[config.mk]
export PLATFORM = sky130hd
export DESIGN_NAME = ifu_fetch_queue
export DESIGN_NICKNAME = d
export VERILOG_FILES = /design/src/rtl/ifu_pkg.sv /design/src/rtl/ifu_fq_fifo.sv /design/src/rtl/ifu_fetch_queue.sv
export SDC_FILE = /design/constraint.sdc
export NUM_CORES = 1
export LEC_CHECK = 0
export CAP_MARGIN = 30
export CORE_MARGIN = 2
export CORE_UTILIZATION = 30
export CTS_CLUSTER_SIZE = 40
export DETAILED_ROUTE_END_ITERATION = 7
export PLACE_DENSITY = 0.5
export SLEW_MARGIN = 5
export SYNTH_ARGS = -nofsm -noshare
export SYNTH_HDL_FRONTEND = slang
export SYNTH_SLANG_ARGS = --single-unit
[constraint.sdc]
create_clock -name clk -period 4.5 [get_ports clk]
set_clock_uncertainty 0.15 [all_clocks]
set_input_delay 0.675 -clock clk [delete_from_list [all_inputs] [get_ports clk]]
set_output_delay 0.675 -clock clk [all_outputs]
set_load 0.01 [all_outputs]
[src/rtl/ifu_pkg.sv]
// Shared types and defaults for the instruction fetch queue.
package ifu_pkg;

    // Fetch FSM states
    typedef enum logic [1:0] {
        FQ_IDLE = 2'd0,
        FQ_REQ  = 2'd1,
        FQ_DROP = 2'd2
    } fq_state_t;

    // First fetch address after reset
    localparam logic [31:0] IFU_RESET_PC = 32'h8000_0000;

    // Instruction width; one cache line carries two instructions
    localparam int unsigned IFU_INST_W = 32;

endpackage

[src/rtl/ifu_fq_fifo.sv]
// Circular {pc, inst} queue feeding decode.
// IFU_FQ_PAIR_EN adds a second push port so a full line can be queued in one cycle.
module ifu_fq_fifo
    import ifu_pkg::*;
#(
    parameter int unsigned ADDR_W = 32,
    parameter int unsigned INST_W = IFU_INST_W,
    parameter int unsigned DEPTH  = 4
) (
    input  logic                     i_clk,
    input  logic                     i_rst_n,
    input  logic                     i_flush,
    input  logic                     i_push1,
    input  logic [ADDR_W-1:0]        i_push1_pc,
    input  logic [INST_W-1:0]        i_push1_inst,
`ifdef IFU_FQ_PAIR_EN
    input  logic                     i_push2,
    input  logic [ADDR_W-1:0]        i_push2_pc,
    input  logic [INST_W-1:0]        i_push2_inst,
`endif
    input  logic                     i_pop,
    output logic [ADDR_W-1:0]        o_head_pc,
    output logic [INST_W-1:0]        o_head_inst,
    output logic [$clog2(DEPTH):0]   o_count
);

    localparam int unsigned PW = $clog2(DEPTH);
    localparam int unsigned CW = PW + 1;

    logic [ADDR_W-1:0] r_mem_pc   [DEPTH];
    logic [INST_W-1:0] r_mem_inst [DEPTH];
    logic [PW-1:0]     r_wr;
    logic [PW-1:0]     r_rd;
    logic [CW-1:0]     r_count;
    logic [CW-1:0]     w_push_n;
    logic [CW-1:0]     w_pop_n;

    // Number of entries written and removed this cycle
    always_comb begin
        w_push_n = CW'(i_push1);
`ifdef IFU_FQ_PAIR_EN
        w_push_n = w_push_n + CW'(i_push2);
`endif
        w_pop_n  = CW'(i_pop);
    end

    // Storage, pointers and occupancy; flush empties the queue but leaves slot contents stale
    always_ff @(posedge i_clk or negedge i_rst_n) begin
        if (!i_rst_n) begin
            for (int unsigned k = 0; k < DEPTH; k++) begin
                r_mem_pc[k]   <= '0;
                r_mem_inst[k] <= '0;
            end
            r_wr    <= '0;
            r_rd    <= '0;
            r_count <= '0;
        end else if (i_flush) begin
            r_wr    <= '0;
            r_rd    <= '0;
            r_count <= '0;
        end else begin
            if (i_push1) begin
                r_mem_pc[r_wr]   <= i_push1_pc;
                r_mem_inst[r_wr] <= i_push1_inst;
            end
`ifdef IFU_FQ_PAIR_EN
            if (i_push2) begin
                r_mem_pc[r_wr + PW'(1)]   <= i_push2_pc;
                r_mem_inst[r_wr + PW'(1)] <= i_push2_inst;
            end
`endif
            r_wr    <= r_wr + PW'(w_push_n);
            r_rd    <= r_rd + PW'(w_pop_n);
            r_count <= r_count + w_push_n - w_pop_n;
        end
    end

    assign o_head_pc   = r_mem_pc[r_rd];
    assign o_head_inst = r_mem_inst[r_rd];
    assign o_count     = r_count;

endmodule

[src/rtl/ifu_fetch_queue.sv]
// Fetch front-end: sequential PC generation, one outstanding cache read,
// word select into the fetch queue, redirect flush with in-flight drop.
// Optional feature macro: IFU_FQ_PAIR_EN (push both words of a line in one cycle).
module ifu_fetch_queue
    import ifu_pkg::*;
#(
    parameter int unsigned       ADDR_W   = 32,
    parameter int unsigned       LINE_W   = 64,
    parameter int unsigned       INST_W   = IFU_INST_W,
    parameter int unsigned       DEPTH    = 4,
    parameter logic [ADDR_W-1:0] RESET_PC = ADDR_W'(IFU_RESET_PC)
) (
    input  logic                   clk,
    input  logic                   rst,
    input  logic                   redirect_valid,
    input  logic [ADDR_W-1:0]      redirect_pc,
    output logic                   inst_valid,
    input  logic                   inst_ready,
    output logic [INST_W-1:0]      inst,
    output logic [ADDR_W-1:0]      inst_pc,
    output logic [$clog2(DEPTH):0] fq_count,
    output logic                   fq_busy,
    output logic [ADDR_W-1:0]      cache_addr,
    output logic                   cache_r_ready,
    input  logic                   cache_r_valid,
    input  logic [LINE_W-1:0]      cache_r_data
);

    localparam int unsigned       CW        = $clog2(DEPTH) + 1;
    localparam logic [ADDR_W-1:0] WORD_MASK = ~ADDR_W'(3);
    localparam logic [ADDR_W-1:0] LINE_MASK = ~ADDR_W'(7);

    fq_state_t         r_state;
    fq_state_t         w_state_nxt;
    logic [ADDR_W-1:0] r_fetch_pc;
    logic [ADDR_W-1:0] w_fetch_pc_nxt;
    logic [ADDR_W-1:0] r_cache_addr;
    logic [ADDR_W-1:0] w_cache_addr_nxt;
    logic [ADDR_W-1:0] w_redirect_pc;
    logic [INST_W-1:0] w_sel_inst;
    logic              w_push1;
    logic              w_pop;
`ifdef IFU_FQ_PAIR_EN
    logic              w_push2;
    logic              w_pair_ok;
`endif

    assign w_redirect_pc = redirect_pc & WORD_MASK;
    assign w_sel_inst    = r_fetch_pc[2] ? cache_r_data[INST_W +: INST_W]
                                         : cache_r_data[0 +: INST_W];
    assign w_pop         = inst_ready & inst_valid & ~redirect_valid;
`ifdef IFU_FQ_PAIR_EN
    // Free-slot test uses the registered count, ignoring a same-cycle pop
    assign w_pair_ok     = ~r_fetch_pc[2] & (fq_count <= CW'(DEPTH - 2));
`endif

    // State, fetch PC and the address held stable for the cache
    always_ff @(posedge clk or negedge rst) begin
        if (!rst) begin
            r_state      <= FQ_IDLE;
            r_fetch_pc   <= RESET_PC;
            r_cache_addr <= RESET_PC & LINE_MASK;
        end else begin
            r_state      <= w_state_nxt;
            r_fetch_pc   <= w_fetch_pc_nxt;
            r_cache_addr <= w_cache_addr_nxt;
        end
    end

    // Next state, fetch PC update and push control; redirect always wins
    always_comb begin
        w_state_nxt      = r_state;
        w_fetch_pc_nxt   = r_fetch_pc;
        w_cache_addr_nxt = r_cache_addr;
        w_push1          = 1'b0;
`ifdef IFU_FQ_PAIR_EN
        w_push2          = 1'b0;
`endif
        case (r_state)
            FQ_IDLE: begin
                if (redirect_valid) begin
                    w_fetch_pc_nxt = w_redirect_pc;
                end else if (fq_count < CW'(DEPTH)) begin
                    w_state_nxt      = FQ_REQ;
                    w_cache_addr_nxt = r_fetch_pc & LINE_MASK;
                end
            end
            FQ_REQ: begin
                if (redirect_valid) begin
                    w_fetch_pc_nxt = w_redirect_pc;
                    w_state_nxt    = cache_r_valid ? FQ_IDLE : FQ_DROP;
                end else if (cache_r_valid) begin
                    w_push1     = 1'b1;
                    w_state_nxt = FQ_IDLE;
`ifdef IFU_FQ_PAIR_EN
                    if (w_pair_ok) begin
                        w_push2        = 1'b1;
                        w_fetch_pc_nxt = r_fetch_pc + ADDR_W'(8);
                    end else begin
                        w_fetch_pc_nxt = r_fetch_pc + ADDR_W'(4);
                    end
`else
                    w_fetch_pc_nxt = r_fetch_pc + ADDR_W'(4);
`endif
                end
            end
            FQ_DROP: begin
                if (redirect_valid) begin
                    w_fetch_pc_nxt = w_redirect_pc;
                end
                if (cache_r_valid) begin
                    w_state_nxt = FQ_IDLE;
                end
            end
            default: begin
                w_state_nxt = FQ_IDLE;
            end
        endcase
    end

    ifu_fq_fifo #(
        .ADDR_W (ADDR_W),
        .INST_W (INST_W),
        .DEPTH  (DEPTH)
    ) u_fifo (
        .i_clk        (clk),
        .i_rst_n      (rst),
        .i_flush      (redirect_valid),
        .i_push1      (w_push1),
        .i_push1_pc   (r_fetch_pc),
        .i_push1_inst (w_sel_inst),
`ifdef IFU_FQ_PAIR_EN
        .i_push2      (w_push2),
        .i_push2_pc   (r_fetch_pc + ADDR_W'(4)),
        .i_push2_inst (cache_r_data[INST_W +: INST_W]),
`endif
        .i_pop        (w_pop),
        .o_head_pc    (inst_pc),
        .o_head_inst  (inst),
        .o_count      (fq_count)
    );

    assign inst_valid    = (fq_count != '0);
    assign cache_r_ready = (r_state != FQ_IDLE);
    assign fq_busy       = (r_state != FQ_IDLE);
    assign cache_addr    = r_cache_addr;

endmodule

Yosys cells after proc, flatten, opt, wreduce, memory -nomap -nowiden --
Index checks and enable logic that the tools add are counted.
Word-level totals: bits in registers 326, bits in latches 0, bits in writable memories 0, bits in read-only memories 0, output and inout port bits 102, logic and storage cells 71, memories kept 0
Cells by class: add/sub/neg operators 5, multiply operators 0, div/mod/pow operators 0, magnitude comparators 4, equal/unequal tests 6, shift operators 0, multiplexer cells 27, bitwise gates (word level) 5, reductions and logical operators 10
Operator list (number):
- $mux 32 | 9
- $bwmux 128 | 2
- $bmux 32 s2 | 2
- $demux 32 s2 | 1
- $pmux 32 s2 | 1
- $add 32x3->32 const B | 1
- $mux 2 | 7
- $ge 3x3->1 const B | 2
- $not 2->3 | 2
- $pmux 2 s3 | 1
- $reduce_and 3->1 | 2
- $add 2x1->2 | 2
- $ne 2x2->1 const B | 2
- $reduce_and 2->1 | 2
- $reduce_bool 2->1 | 2
- $add 3x1->3 | 1
- $lt 3x1->1 const B | 1
- $lt 3x3->1 const B | 1
- $mux 1 | 3
- $mux 3 | 1
- $ne 3x3->1 const B | 1
- $reduce_bool 3->1 | 1
- $sub 3x1->3 | 1
- $and 1x1->1 | 2
- other kinds (7) | 7

Longest topological paths before layout --
Gate-level depths: netlist (run 1).
word-level depth 6, depth in mapped cells 12, gate-level depth less buffers 10

Cells and area by module --
A second synthesis (run 1) with hierarchy kept.
Second synthesis, totals: cell total of the unflattened synthesis 1019, area, all modules 15676.3 um2
By module, submodules not included:
- ifu_fq_fifo | times used 1, cells each 648, area each 11966.5 um2
- ifu_fetch_queue | times used 1, cells each 371, area each 3709.8 um2

Least setup slack after synthesis (run 1) --
Ideal clock, no wire load.
kind input to register, from input port redirect_valid, to register u_fifo.r_count[2] (netlist: u_fifo.o_count[2]), arrival 2355 ps, data required time 4219 ps, setup slack 1864 ps, stages 10, buffers on the path 2, cells stage by stage buf_2 > buf_1 > and3b_1 > ha_1 > inv_1 > ha_1 > inv_1 > fa_1 > xnor2_1 > nor2_1
Between the ends: word-level cells in the longest chain between the ends 5, elaborated cells between the ends (all ways) 7, those cells by class add/sub: 2; mux: 3; bitwise: 2
Ends and longest elaborated chain:
- start, declared | line ifu_fetch_queue.sv:15 | input logic redirect_valid,
- $mux 1 | line ifu_fetch_queue.sv:89 | if (redirect_valid) begin
- $mux 1 | line ifu_fetch_queue.sv:79 | case (r_state)
- $add 3x1->3 | line ifu_fq_fifo.sv:74 | r_count <= r_count + w_push_n - w_pop_n;
- $sub 3x1->3 | line ifu_fq_fifo.sv:74
- $mux 3 * | line ifu_fq_fifo.sv:57 | end else if (i_flush) begin
- end signal, assigned | line ifu_fq_fifo.sv:74
- end, declared | line ifu_fq_fifo.sv:34 | logic [CW-1:0] r_count;
Every way passes the cells marked *; elsewhere a longest branch is shown, timed or not. A chain may end at the register's enable or synchronous reset.

Worst setup path in the final report (run 1) --
from register u_fifo.r_rd[0], to output port inst[6]
Between the ends: word-level cells in the longest chain between the ends 4
Ends and longest elaborated chain:
- start, declared | line ifu_fq_fifo.sv:33 | logic [PW-1:0] r_rd;
- start signal, assigned | line ifu_fq_fifo.sv:73 | r_rd <= r_rd + PW'(w_pop_n);
- $not 2->3 (implied by the code) | line ifu_fq_fifo.sv:79 | assign o_head_inst = r_mem_inst[r_rd];
- $bmux 32 s2 | line ifu_fq_fifo.sv:79
- $mux 32 (implied by the code) (2 in a row) | line ifu_fq_fifo.sv:79
- end, declared | line ifu_fetch_queue.sv:19 | output logic [INST_W-1:0] inst,
Every way passes these cells. The select of a mux whose other input is x is not followed.

==> reports/metrics.yaml, run 1 <==
status: "finished clean"
hold_path.class: "in -> async"
endpoint: "inst[6]"
critPathKind: "reg -> out"
setup_ws_ps: 858.7
ant_nets: 0
yosysTopAreaCell: "dfrtp_1"
cts_sinks: 316
ys_async_sr_fraction_pct: 100.0
drv_cap: 0
clockBufferDepth: 3
dr.pass1.iters: 6
start_kind: "register"
initial_utilization_pct: 30.27
wl_mm: 38.53
crit_arrival_ps: 2820
synth_top_area_share_pct: 54.60
place_ws_ps: 1140
io_buffer_count: 195
fin_crit_ps: 3641
core_mm2: 0.04755
reg2reg_slack_ps: 1760
dieArea_mm2: 0.04974
hold_viol_final: 0
cts.repair.resized: 0
cts-htree-levels: 2
placed_cell_area_mm2: 0.01698
wire_per_inst_um: 19.70
cts_buffers: 38
die_h_um: 223.0
layout_commonest_cell: "dfrtp_1"
synthCells: 1148
insertion_delay_ps: 550
clk_pin_slew_ps: 60
vdd_ir_drop_max_mv: 0.2670
grt_util_all_layers_pct: 15.71
final_cell_mix: "311 x dfrtp_1, 194 x clkdlybuf4s50_1, 141 x mux2_2"
critPathMaxFanout: 21
ys_warn_count: 0
synthesis.area_mm2: 0.01439
grt_start_max_net_pins: 102
cts_tree: "built"
post-route-util_pct: 38.13
hold_buffers: 0
finalCritPeriodShare_pct: 80.92
drive_above_1_share_pct: 24.61
rr_startpoint: "r_fetch_pc[2]"
overflow: 0
fmax_mhz: 274.6
rsz0062_at_grt: "false"
io_pins: 203
placementRows: 80
synth_edf_count: 0
final.setup.tns_ps: 0
cts_root_buffer: "clkbuf_16"
dp_hpwl_mm: 24.76
crit_start: "u_fifo.r_rd[0]"
fin_area_mm2: 0.01813
ys_seq_area_share_pct: 54.97
ys.flop_type: "dfrtp_1"
nets: 1422
cp-end-kind: "output pin"
diodes: 0
cts_setup_buffers: 0
power_mw: 10.79
drtIter0Drc: 600
crit_required_ps: 3670
vias: 9626
grt_pass1_vias: 9957
timing.rr.end: "r_fetch_pc[30]"
synthTopCellsByArea: "dfrtp_1 55%, mux2_2 11%, mux4_2 9.7%"
max_slew.worst_pin.slew_ps: 822.8
vias_per_cell: 4.921
antenna_found_initial: 1
routabilityCongestion: 0.7774
yosysUniqueCellTypes: 62
maxSlewHeadroom_pct: 45.15
area_delta_synth_final_pct: 25.98
grt_pass1_wl_mm: 60.24
drc_errors: 0
finalSetupViolations: 0
r2r_cells: 6
powerDensity_mw_per_mm2: 595.4
die_w_um: 223.0
synth_seq_cells: 316
synth.avg_cell_area_um2: 12.53
leakage_nw: 7.670
slew_viol_final: 0
==> cell families after synthesis <==
kind of cell	Yosys count	share of synthesized area (%)
simple gates	257	7.982
other cells	1	0.02606
fa+ha+maj	6	0.5739
flops	316	54.97
compound gates	223	9.382
buf+inv	106	3.861
mux	235	22.96
xor+xnor	4	0.2435
==> power by group <==
part	total, mW	internal, mW	switching (mW)
combinational	3.64	2.10	1.54
clock	2.85	1.67	1.19
sequential	4.30	3.62	0.682
==> cells in the mapped netlist (3+ instances only) <==
cell and n:
dfrtp_1 314, mux2_2 141, nand2_1 137, o21ai_0 117, mux4_2 62, nor2_1 56, buf_2 37, a21oi_1 32
mux2i_1 32, clkbuf_1 31, a21oi_2 28, nand3_1 13, buf_4 11, nor3_1 11, and3_1 9, o22ai_1 9
buf_6 8, a2bb2oi_1 6, a311oi_1 6, buf_1 6, clkbuf_2 6, inv_1 6, ha_1 5, a31oi_1 4
nand4_1 4, nor2b_1 4, o22a_1 4, and4_1 3, xnor2_1 3
==> how the worst min path moves through the flow <==
stage,startpoint,endpoint
2_1_floorplan,rst,cache_addr[10]
3_3_place_gp,u_fifo.r_mem_pc[48],u_fifo.r_mem_pc[48]
3_5_place_dp,u_fifo.r_mem_inst[34],u_fifo.r_mem_inst[34]
4_1_cts,rst,u_fifo.r_mem_inst[74]
5_1_grt,rst,u_fifo.r_mem_inst[106]
6_report,rst,u_fifo.r_mem_inst[106]
==> state kept, by name (all words and copies together), names as in the netlist <==
name               cells
cache_addr            29
r_fetch_pc            30
r_state                2
u_fifo.o_count         3
u_fifo.r_mem_inst    128
u_fifo.r_mem_pc      120
u_fifo.r_rd            2
u_fifo.r_wr            2
==> through the flow <==
stage          instances  hold WS, ps
5_1_grt             1956        89.30
6_report            1956        56.48
2_1_floorplan       1152        229.4
4_1_cts             1956        67.40
3_3_place_gp        1890        305.9
3_5_place_dp        1890        314.8
==> worst max-delay path: stages, from the launching register on <==
cell and delay, ps:
dfrtp_4 770, buf_4 420, mux4_2 570, clkdlybuf4s50_1 500
==> per-layer routing <==
metal / global-route usage [%] / part of all wire (%) / vias up
met4: 3.897 / 1.8 / 2
met5: 0 / 0.034 / -
met2: 24.28 / 45 / 249
met3: 3.806 / 5.5 / 53
met1: 22.21 / 48 / 4871
li1: - / - / 4451
==> layout make-up <==
cell class	count	area, um2
tap	615	769.5
sequential	316	7919
multi-input combinational	730	5981
fill	4541	29420
inverter	7	28.78
clock inverter	7	56.30
clock buffer	59	1090
timing repair buffer	222	2285
Power figures use the tool's default switching activity.
==> run 2, diff against run 1 <==
PLACE_DENSITY = 0.52   (was 0.5)
clock period = 3.1 ns   (was 4.5 ns; I/O delays follow)
==> reports/metrics.yaml, run 2 (same netlist as run 1, synthesis figures left out) <==
clockBufferDepth: 3
dr.pass1.iters: 5
vias_per_cell: 4.935
drc_errors: 0
slew_viol_final: 0
io_buffer_count: 195
cts_buffers: 38
largest_register_ffs: 128
core_mm2: 0.04755
placementRows: 80
crit_start: "u_fifo.r_rd[0]"
seq_area_mm2: 0.007919
placed_cells: 1894
diodes: 0
largest_register: "u_fifo.r_mem_inst"
powerDensity_mw_per_mm2: 859.7
area_delta_synth_final_pct: 27.54
cts_sinks: 316
hold_path.class: "in -> async"
leakage_nw: 7.843
layout_commonest_cell: "dfrtp_1"
vias: 9702
initial_utilization_pct: 30.27
drv_cap: 0
multi_input_area_mm2: 0.005981
rr_startpoint: "u_fifo.o_count[2]"
max_slew.worst_pin.slew_ps: 697.2
met3_usage_pct: 2.832
cts_root_buffer: "clkbuf_16"
cp.depth: 3
nets: 1431
clk_pin_slew_ps: 60
grt.busiest_layer: "met2"
r2r_cells: 9
n_fill_cell: 4618
timing.rr.end: "u_fifo.o_count[2]"
critPathKind: "reg -> out"
worst_path_max_delay_cell: "mux4_2"
grt_pass1_vias: 9846
power_mw: 15.78
crit_required_ps: 2480
die_h_um: 223.0
cp-end-kind: "output pin"
final_cell_mix: "311 x dfrtp_1, 182 x clkdlybuf4s50_1, 141 x mux2_2"
met2_usage_pct: 23.44
finalCritPeriodShare_pct: 96.76
critPathMaxFanout: 23
hold_viol_final: 0
wl_mm: 37.62
crit_arrival_ps: 2380
crit_family: "buffers and inverters"
status: "finished clean"
antenna_found_initial: 0
slowest_delay_ps: 550
maxSlewHeadroom_pct: 53.52
cts-htree-levels: 2
reg.largest.list: "u_fifo.r_mem_inst (128), u_fifo.r_mem_pc (120), r_fetch_pc (30)"
dieArea_mm2: 0.04974
fmax_mhz: 333.4
worst-path-buf-inv: 2
grt_util_met1_pct: 22.18
endpoint: "inst[20]"
io_pins: 203
cts_tree: "built"
reg2reg_slack_ps: 670
insertion_delay_ps: 550
grt_util_all_layers_pct: 15.29
drive_above_1_share_pct: 25.09
finalSetupViolations: 0
fin_cells: 1966
vdd_ir_drop_max_mv: 0.4038
overflow: 0
routabilityCongestion: 0.7783
grt_pass1_wl_mm: 58.91
fin_crit_ps: 3000
die_w_um: 223.0
wire_per_inst_um: 19.14
crit_chain: "buf_16 -> mux4_2 -> clkdlybuf4s50_1"
ant_nets: 0
dp_hpwl_mm: 24.66
start_kind: "register"
grt_start_max_net_pins: 85
drtIter0Drc: 745
rsz0062_at_grt: "true"
run 2: cell count changes in the layout (fill, tap and decap cells not counted), sizes merged:
cell / change
clkinvlp: +2
dlymetal6s2s: +10
buf: +8
clkdlybuf4s50: -12
dlygate4sd2: +2
clkinv: -2
bufinv: +1
dlygate4sd3: +1
run 2: layer usage:
metal,part of all wire (%),wire [um]
met3,5.9,2201
met4,1.9,698
met2,45,16830
met5,0,0
met1,48,17890
run 2: stage by stage:
stage / cell area (um2) / setup WS, ps / setup TNS, ps / hold WS, ps / utilization, %
2_1_floorplan: 14410 / 674.2 / 0 / 19.41 / -
3_3_place_gp: 17090 / 202.8 / 0 / 279.4 / 35.94
3_5_place_dp: 17090 / 233.1 / 0 / 276.8 / 35.94
4_1_cts: 18320 / 1.221 / 0 / 302.5 / 38.53
5_1_grt: 18350 / -4.647 / -8.642 / 344.1 / 38.60
6_report: 18350 / 100.5 / 0 / 322.8 / 38.60
run 2: how the worst min path moves through the flow:
stage	to	slack, ps
detailed placement	u_fifo.r_mem_inst[104]	280
CTS	u_fifo.r_mem_pc[94]	300
floorplan	cache_addr[10]	20
global placement	u_fifo.r_mem_inst[105]	280
global route	u_fifo.r_mem_pc[94]	340
finish	u_fifo.r_mem_inst[104]	320
run 2: area by class of cell:
cell class / count / area share, %
Clock buffer: 59 / 5.999
Inverter: 7 / 0.1568
Sequential cell: 316 / 43.15
Timing Repair Buffer: 231 / 13.46
Multi-Input combinational cell: 730 / 32.59
Tap cell: 615 / 4.193
Clock inverter: 8 / 0.4500
run 2: power by group:
part	internal (mW)	switching [mW]
registers	5.25	0.918
logic	3.06	2.29
clock network	2.53	1.73
total	10.8	4.93
run 2: what timing repair did:
item | 4_1_cts | 5_1_grt
gates resized for setup | 4 | 12
endpoints found under the hold margin | 49 | 0
endpoints found under the setup margin | 43 | 14
hold buffers | 1 | 0
buffers inserted | 4 | 0
